[src/rtl/muldiv_unit.sv]
// muldiv_unit -- iterative RV32M multiply/divide unit for the EX stage.
//
// Ports:
//   CLK     in   1  rising-edge clock
//   RESETN  in   1  asynchronous active-low reset
//   START   in   1  request, taken when not BUSY and ALUOP is 11..18
//   ALUOP   in   5  11 MUL, 12 MULH, 13 MULHSU, 14 MULHU,
//                   15 DIV, 16 DIVU, 17 REM, 18 REMU
//   DATA1   in  32  rs1 (multiplicand / dividend)
//   DATA2   in  32  rs2 (multiplier / divisor)
//   RESULT  out 32  registered result, held until the next completion
//   BUSY    out  1  operation in progress
//   DONE    out  1  one-cycle pulse, RESULT valid in the same cycle
//
// Build option MULDIV_FAST_MUL_EN: multiplies use a single-cycle 64-bit
// product in state MUL instead of the 32-cycle shift-add loop.
//
// state   | meaning
// --------+---------------------------------------------------------
// IDLE    | waiting for START
// MUL     | unsigned multiply iterations on operand magnitudes
// DIV     | unsigned restoring-divide iterations on magnitudes
// SPECIAL | divide-by-zero / signed overflow, result already known
// FIX     | apply sign correction and select output half
// DONE    | RESULT valid, DONE high; a new START may be taken here
module muldiv_unit (
  input  logic        CLK,
  input  logic        RESETN,
  input  logic        START,
  input  logic [4:0]  ALUOP,
  input  logic [31:0] DATA1,
  input  logic [31:0] DATA2,
  output logic [31:0] RESULT,
  output logic        BUSY,
  output logic        DONE
);

  typedef enum logic [2:0] {
    S_IDLE, S_MUL, S_DIV, S_SPECIAL, S_FIX, S_DONE
  } state_t;

  localparam logic [2:0] OP_MUL    = 3'd0;
  localparam logic [2:0] OP_MULH   = 3'd1;
  localparam logic [2:0] OP_MULHSU = 3'd2;
  localparam logic [2:0] OP_MULHU  = 3'd3;
  localparam logic [2:0] OP_DIV    = 3'd4;
  localparam logic [2:0] OP_DIVU   = 3'd5;
  localparam logic [2:0] OP_REM    = 3'd6;
  localparam logic [2:0] OP_REMU   = 3'd7;

  state_t      state_q, state_d;
  logic [2:0]  op_q;
  logic [31:0] a_q, b_q;
  logic        neg_q;
  logic [63:0] acc_q;
  logic [4:0]  cnt_q;

  logic        op_valid, accept, is_div_in, sgn1, sgn2;
  logic        div_zero, div_ovf, special_in;
  logic [2:0]  op_in;
  logic [31:0] mag1, mag2, special_val;

  // op_in[2] selects divide; within divides op_in[1] selects remainder.
  assign op_valid  = (ALUOP >= 5'd11) && (ALUOP <= 5'd18);
  assign op_in     = 3'(ALUOP - 5'd11);
  assign is_div_in = op_in[2];
  assign accept    = START && op_valid && (state_q == S_IDLE || state_q == S_DONE);

  assign sgn1 = DATA1[31] && (op_in == OP_MULH || op_in == OP_MULHSU ||
                              op_in == OP_DIV  || op_in == OP_REM);
  assign sgn2 = DATA2[31] && (op_in == OP_MULH || op_in == OP_DIV || op_in == OP_REM);
  assign mag1 = sgn1 ? -DATA1 : DATA1;
  assign mag2 = sgn2 ? -DATA2 : DATA2;

  assign div_zero    = is_div_in && (DATA2 == 32'd0);
  assign div_ovf     = (op_in == OP_DIV || op_in == OP_REM) &&
                       (DATA1 == 32'h8000_0000) && (DATA2 == 32'hFFFF_FFFF);
  assign special_in  = div_zero || div_ovf;
  assign special_val = div_zero ? (op_in[1] ? DATA1 : 32'hFFFF_FFFF)
                                : (op_in[1] ? 32'd0 : 32'h8000_0000);

  // Restoring divide step: partial remainder lives in acc_q[63:32], the
  // dividend shifts out of the top of acc_q[31:0] as quotient bits shift in.
  logic [32:0] div_shift;
  logic [33:0] div_trial;
  logic [31:0] div_rem_next;
  assign div_shift    = {acc_q[63:32], acc_q[31]};
  assign div_trial    = {1'b0, div_shift} - {2'b00, b_q};
  assign div_rem_next = div_trial[33] ? div_shift[31:0] : div_trial[31:0];

`ifndef MULDIV_FAST_MUL_EN
  // Shift-add step: multiplier sits in acc_q[31:0] and drains LSB first.
  logic [32:0] mul_sum;
  assign mul_sum = {1'b0, acc_q[63:32]} + (acc_q[0] ? {1'b0, a_q} : 33'd0);
`endif

  logic [63:0] prod_fix;
  logic [31:0] quo_fix, rem_fix, fix_val;
  assign prod_fix = neg_q ? -acc_q : acc_q;
  assign quo_fix  = neg_q ? -acc_q[31:0] : acc_q[31:0];
  assign rem_fix  = neg_q ? -acc_q[63:32] : acc_q[63:32];

  always_comb begin
    fix_val = prod_fix[63:32];
    case (op_q)
      OP_MUL:           fix_val = prod_fix[31:0];
      OP_DIV, OP_DIVU:  fix_val = quo_fix;
      OP_REM, OP_REMU:  fix_val = rem_fix;
      default:          fix_val = prod_fix[63:32];
    endcase
  end

  always_comb begin
    state_d = state_q;
    case (state_q)
      S_IDLE, S_DONE: begin
        if (accept) begin
          if (special_in)     state_d = S_SPECIAL;
          else if (is_div_in) state_d = S_DIV;
          else                state_d = S_MUL;
        end else begin
          state_d = S_IDLE;
        end
      end
`ifdef MULDIV_FAST_MUL_EN
      S_MUL:     state_d = S_FIX;
`else
      S_MUL:     if (cnt_q == 5'd0) state_d = S_FIX;
`endif
      S_DIV:     if (cnt_q == 5'd0) state_d = S_FIX;
      S_SPECIAL: state_d = S_DONE;
      S_FIX:     state_d = S_DONE;
      default:   state_d = S_IDLE;
    endcase
  end

  always_ff @(posedge CLK or negedge RESETN) begin
    if (!RESETN) begin
      state_q <= S_IDLE;
      op_q    <= OP_MUL;
      a_q     <= 32'd0;
      b_q     <= 32'd0;
      neg_q   <= 1'b0;
      acc_q   <= 64'd0;
      cnt_q   <= 5'd0;
      RESULT  <= 32'd0;
    end else begin
      state_q <= state_d;
      if (accept) begin
        op_q  <= op_in;
        // A special case parks its final answer in a_q; no iteration follows.
        a_q   <= special_in ? special_val : mag1;
        b_q   <= mag2;
        neg_q <= (is_div_in && op_in[1]) ? sgn1 : (sgn1 ^ sgn2);
        acc_q <= {32'd0, is_div_in ? mag1 : mag2};
        cnt_q <= 5'd31;
      end else begin
        case (state_q)
`ifdef MULDIV_FAST_MUL_EN
          S_MUL: acc_q <= {32'd0, a_q} * {32'd0, b_q};
`else
          S_MUL: begin
            acc_q <= {mul_sum, acc_q[31:1]};
            cnt_q <= cnt_q - 5'd1;
          end
`endif
          S_DIV: begin
            acc_q <= {div_rem_next, acc_q[30:0], ~div_trial[33]};
            cnt_q <= cnt_q - 5'd1;
          end
          S_FIX:     RESULT <= fix_val;
          S_SPECIAL: RESULT <= a_q;
          default: ;
        endcase
      end
    end
  end

  assign BUSY = (state_q == S_MUL) || (state_q == S_DIV) ||
                (state_q == S_SPECIAL) || (state_q == S_FIX);
  assign DONE = (state_q == S_DONE);

endmodule

[config.mk]
export PLATFORM = sky130hd
export DESIGN_NAME = muldiv_unit
export DESIGN_NICKNAME = d
export VERILOG_FILES = /design/src/rtl/muldiv_unit.sv
export SDC_FILE = /design/constraint.sdc
export NUM_CORES = 1
export LEC_CHECK = 0
export CELL_PAD_IN_SITES_DETAIL_PLACEMENT = 0
export CELL_PAD_IN_SITES_GLOBAL_PLACEMENT = 1
export CORE_AREA = 4 4 193 195
export DETAILED_ROUTE_END_ITERATION = 8
export DIE_AREA = 0 0 197 199
export HOLD_SLACK_MARGIN = 0.02
export PLACE_DENSITY_LB_ADDON = 0.1
export SYNTH_ARGS = -nofsm -noshare
export SYNTH_HDL_FRONTEND = slang
export SYNTH_SLANG_ARGS = --single-unit
[constraint.sdc]
create_clock -name CLK -period 3.72 [get_ports CLK]
set_input_delay 0.558 -clock CLK [delete_from_list [all_inputs] [get_ports CLK]]
set_output_delay 0.558 -clock CLK [all_outputs]
set_load 0.02 [all_outputs]
# Word level (Yosys, flattened, before mapping)
# Cells that the tools add are included.
[op_classes]
bitwise_logic = 3
add_sub_neg = 9
muxes = 24
n_eq_ne = 16
n_lt_le_gt_ge = 2
reduce_logical = 33
[op_table]
columns = ["operator", "count"]
rows = [
  ["$mux W32", 11],
  ["$mux W64", 2],
  ["$neg A32 Y32", 4],
  ["$pmux W64 S2", 1],
  ["$pmux W32 S3", 1],
  ["$eq A32 B32 Y1 const B", 2],
  ["$neg A64 Y64", 1],
  ["$pmux W32 S2", 1],
  ["$sub A33 B32 Y34", 1],
  ["$add A32 B32 Y33", 1],
  ["$logic_not A32 Y1", 1],
  ["$eq A3 B3 Y1 const B", 8],
  ["$logic_or A1 B1 Y1", 11],
  ["$mux W5", 2],
  ["$reduce_or A2 Y1", 5],
  ["$eq A3 B2 Y1 const B", 3],
  ["$logic_and A1 B1 Y1", 9],
  ["$pmux W3 S3", 1],
  ["$eq A3 B1 Y1 const B", 2],
  ["$logic_not A3 Y1", 2],
  ["$mux W3", 2],
  ["$ge A5 B4 Y1 const B", 1],
  ["$le A5 B5 Y1 const B", 1],
  ["$logic_not A5 Y1", 1],
  ["other kinds (10)", 13],
]
[word_totals]
out_inout_bits = 34
in_bits = 72
regBits = 172

# Longest topological paths before layout
[logic_depth]
depth_word = 9
ltp_mapped = 14
depth_no_buf = 13

# Worst setup path before layout
# No wires, ideal clock.
[synth_timing]
path_type = "register to register"
start = "register acc_q[45]"
end = "register acc_q[35]"
stages_incl_launch_ff = 13
required_time_ns = 3.598
synth_period_minus_slack_ns = 3.214
setup_slack_ns = 0.506
path_buffers = 2
arrival_ns = 3.092
path_cell_list = "dfrtp_1 > ha_1 > clkbuf_1 > nand4_1 > nor3_1 > nand2_1 > a2111o_1 > and2_1 > a211o_1 > nand2_2 > buf_2 > nand3_1 > a32o_1"
[synth_via]
elab_chain_len = 4
[synth_lines]
columns = ["element", "line_no", "rtl"]
rows = [
  ["from (decl)", "55", "logic [63:0] acc_q;"],
  ["from (signal assigned)", "155", "acc_q <= {32'd0, is_div_in ? mag1 : mag2};"],
  ["from (signal assigned)", "163", "acc_q <= {mul_sum, acc_q[31:1]};"],
  ["from (signal assigned)", "168", "acc_q <= {div_rem_next, acc_q[30:0], ~div_trial[33]};"],
  ["$sub A33 B32 Y34", "88", "assign div_trial = {1'b0, div_shift} - {2'b00, b_q};"],
  ["$mux W32", "89", "assign div_rem_next = div_trial[33] ? div_shift[31:0] : div_trial[31:0];"],
  ["$pmux W64 S2", "158", "case (state_q)"],
  ["$mux W64", "149", "if (accept) begin"],
]
# Every way passes these cells.
# A chain may end at the register's enable or synchronous reset.

# Worst setup path after layout
[layout_timing]
start = "register acc_q[31]"
end = "register acc_q[56]"
# The elaborated chain is that of the path after synthesis.

==> metrics.txt <==
syn avg cell area 7.58 um^2; Post-synth EDFFs 0; Reg area 4310 um^2; CTS Buf Count 17; grt met3 use 6.37%; GR peak layer met2; Clock Skew 0.0163 ns; minimum clock period 3.55 ns; chip width 197 um; Critical Path End acc_q[56]$_DFFE_PN0P_; Critical Path Stages 13; Max Buffers Root-to-Sink 2; port bufs 105; # diodes 0; area leader, netlist dfrtp_1; total number of yosys warnings 0; CTS tree built; hold crit path type in2async; count leader, synth nand2_1; clk_lat worst skew 0.47 ns; pwr dens 1030 nW/um^2; Vias/cell 6.42; DRC viols 0; Required @ worst endpoint 4.04 ns; WL final 70.7 mm; root buffer cell clkbuf_16; Max VDD drop 575 uV; Setup CP Type reg2reg; io pins 106; global-route wire length before repair 106 mm; Reg2Reg Depth 13; Iter 0 DRT Violations 1869; Critical Path End Type register; Cell variety after synth 80; critical path's slowest cell fa_1; R2R setup slack 0.17 ns; Synth Instances 2096; post-CTS setup buffer count 0; worst-path cell chain inv_1 > ha_1 > inv_1 > fa_1 > a211oi_1 > o21ai_0 > a21boi_0 > o21ai_0 > a211oi_1 > nor2_1 > a221oi_1 > xor2_1 > o221ai_1; delay-heaviest family, CP compound AO/OA/AOI/OAI gates; total gr overflow 0; row count 69; Most used DFF post-synth dfrtp_1; unrepaired setup endpoints after global routing no; largest net degree at the start of global routing 76; register clock-pin slew on the reported worst setup and hold paths 0.08 ns; CTS sink cnt 172; crit path DAT 3.86 ns; area of the multi-input gates 10900 um^2; Netlist Area Pre-Place 15900 um^2; register area share after synthesis 27.1%; die height 199 um; DP Wirelength 55.8 mm; TritonRoute pass-1 iters 6; met2 GRT Util 53.4%; Syn Nets 2245; Slew headroom 35.7%; initial antenna violation count 2; via count 17433; initial core utilization 44.9%; FF+latch count, synth 172; Routed Antenna Nets 0; Synth top area share 27.1%; number of global-route vias before repair 16517; Critical R2R Launch acc_q[31]$_DFFE_PN0P_; Final period util 95.3%; Fillers 3442; Setup crit start acc_q[31]$_DFFE_PN0P_; Total Neg Setup Slack 0 ns; Core Util, Final 53.6%; ranking of synthesized cells by area dfrtp_1, o21ai_0, nand2_1; drt wl/cell 26.0 um; die area 39200 um^2; top cells by count, synth nand2_1, o21ai_0, a21oi_1; routability cong. 0.987; endpoints failing hold 0; P_leak 7.82 nW; GR met1 Demand/Resource 49.4%; CP Buf/Inv Count 2; final setup fails 0; H-tree levels 4; share of cells above drive strength 1 10.7%; Post-layout nets 2392; Slew Limit Fails 0; status finished, final reports clean; CORE AREA 35400 um^2; area grow syn2layout 19.4%; MaxCap Viol Count 0; RR Endpoint acc_q[56]$_DFFE_PN0P_; Global Route Usage Sum 35.6%; Post-synth ARST share 100%; Startpoint Class register; highest fanout seen on the critical path 3; Slowest Stage Delay on Critical Path 0.42 ns; Peak Freq 282 MHz; Tightest Pin Transition 0.961 ns
[stage by stage]
stage / total power, W / setup WS (ns) / instances / hold WS, ns / cell area, um^2
6_report: 0.0196 / 0.173 / 2717 / 0.133 / 19000
5_1_grt: 0.0208 / 0.00958 / 2717 / 0.189 / 19000
4_1_cts: 0.0192 / 0.0605 / 2717 / 0.174 / 19000
3_5_place_dp: 0.0173 / 0.0583 / 2685 / 0.471 / 18400
3_3_place_gp: 0.0172 / 0.113 / 2685 / 0.463 / 18400
2_1_floorplan: 0.0120 / 0.506 / 2096 / 0.262 / 15900
[registers in the layout (all words and copies together) (netlist names)]
register / cells
RESULT: 32
a_q: 32
acc_q: 64
b_q: 32
cnt_q: 5
neg_q: 1
op_q: 3
state_q: 3
[cell usage in the layout, fill, tap and decap left out, drive strengths merged, types with 21 or more instances in the layout]
| cell type | netlist | final |
|---|---|---|
| and2 | 44 | 44 |
| dfrtp | 172 | 172 |
| a211oi | 21 | 21 |
| a22oi | 28 | 28 |
| nand4 | 22 | 22 |
| a21oi | 176 | 176 |
| nor2 | 121 | 121 |
| xor2 | 78 | 78 |
| mux2i | 25 | 25 |
| o22ai | 29 | 29 |
| xnor2 | 97 | 97 |
| o31ai | 29 | 29 |
| nor4 | 31 | 31 |
| inv | 59 | 68 |
| a21o | 33 | 33 |
| o211ai | 29 | 29 |
| nor3 | 46 | 46 |
| clkdlybuf4s50 | 0 | 104 |
| buf | 12 | 175 |
| nand3 | 58 | 58 |
| nand2 | 268 | 268 |
| a31oi | 40 | 40 |
| ha | 75 | 75 |
| or3 | 23 | 23 |
| o21ai | 221 | 221 |
[worst min path at each step]
stage / endpoint / cells past startpoint
2_1_floorplan: RESULT[0]$_DFFE_PN0P_ / 0
3_3_place_gp: b_q[2]$_DFFE_PN0N_ / 2
3_5_place_dp: b_q[2]$_DFFE_PN0N_ / 2
4_1_cts: acc_q[51]$_DFFE_PN0P_ / 1
5_1_grt: acc_q[51]$_DFFE_PN0P_ / 1
6_report: acc_q[51]$_DFFE_PN0P_ / 1
[metal layers]
layer  share of wire, %  vias to the layer above
li1                   -                     7977
met1                 43                     8426
met2                 42                      878
met3                8.6                      152
met4                6.0                        0
met5                  0                        -
[repair_timing]
item,in CTS,in global routing
endpoints found under the hold margin,0,0
resized for setup,0,7
endpoints found under the setup margin,0,6
hold buffers,0,0
[final cells by class]
cell class / count / area share, %
clock buffers: 18 / 2.31
clock inverters: 14 / 0.791
inverters: 60 / 1.19
multi-input cells: 1713 / 57.2
flip-flops and latches: 172 / 22.7
well taps: 461 / 3.04
repair buffers: 279 / 12.8
[worst register-to-register path, stage by stage (launching register included)]
cell      delay (ns)
dfrtp_1         0.38
inv_1           0.08
ha_1            0.17
inv_1           0.05
fa_1            0.42
a211oi_1        0.29
o21ai_0         0.23
a21boi_0        0.36
o21ai_0         0.30
a211oi_1        0.31
nor2_1          0.12
a221oi_1        0.34
xor2_1          0.20
o221ai_1        0.16
[power breakdown]
part,total (W),internal (W),switching [W]
registers,0.00417,0.00279,0.00139
logic,0.0136,0.00532,0.00824
clock network,0.00186,0.000918,0.000945
[cell families after synthesis]
kind of cell / count (synthesis) / share of synthesized area (%)
xor+xnor: 175 / 9.64
compound gates: 734 / 29.0
fa+ha+maj: 77 / 6.16
flops: 172 / 27.1
mux: 26 / 1.65
buf+inv: 211 / 5.02
simple gates: 701 / 21.4
Note: power is estimated with default switching activity, not from simulation.
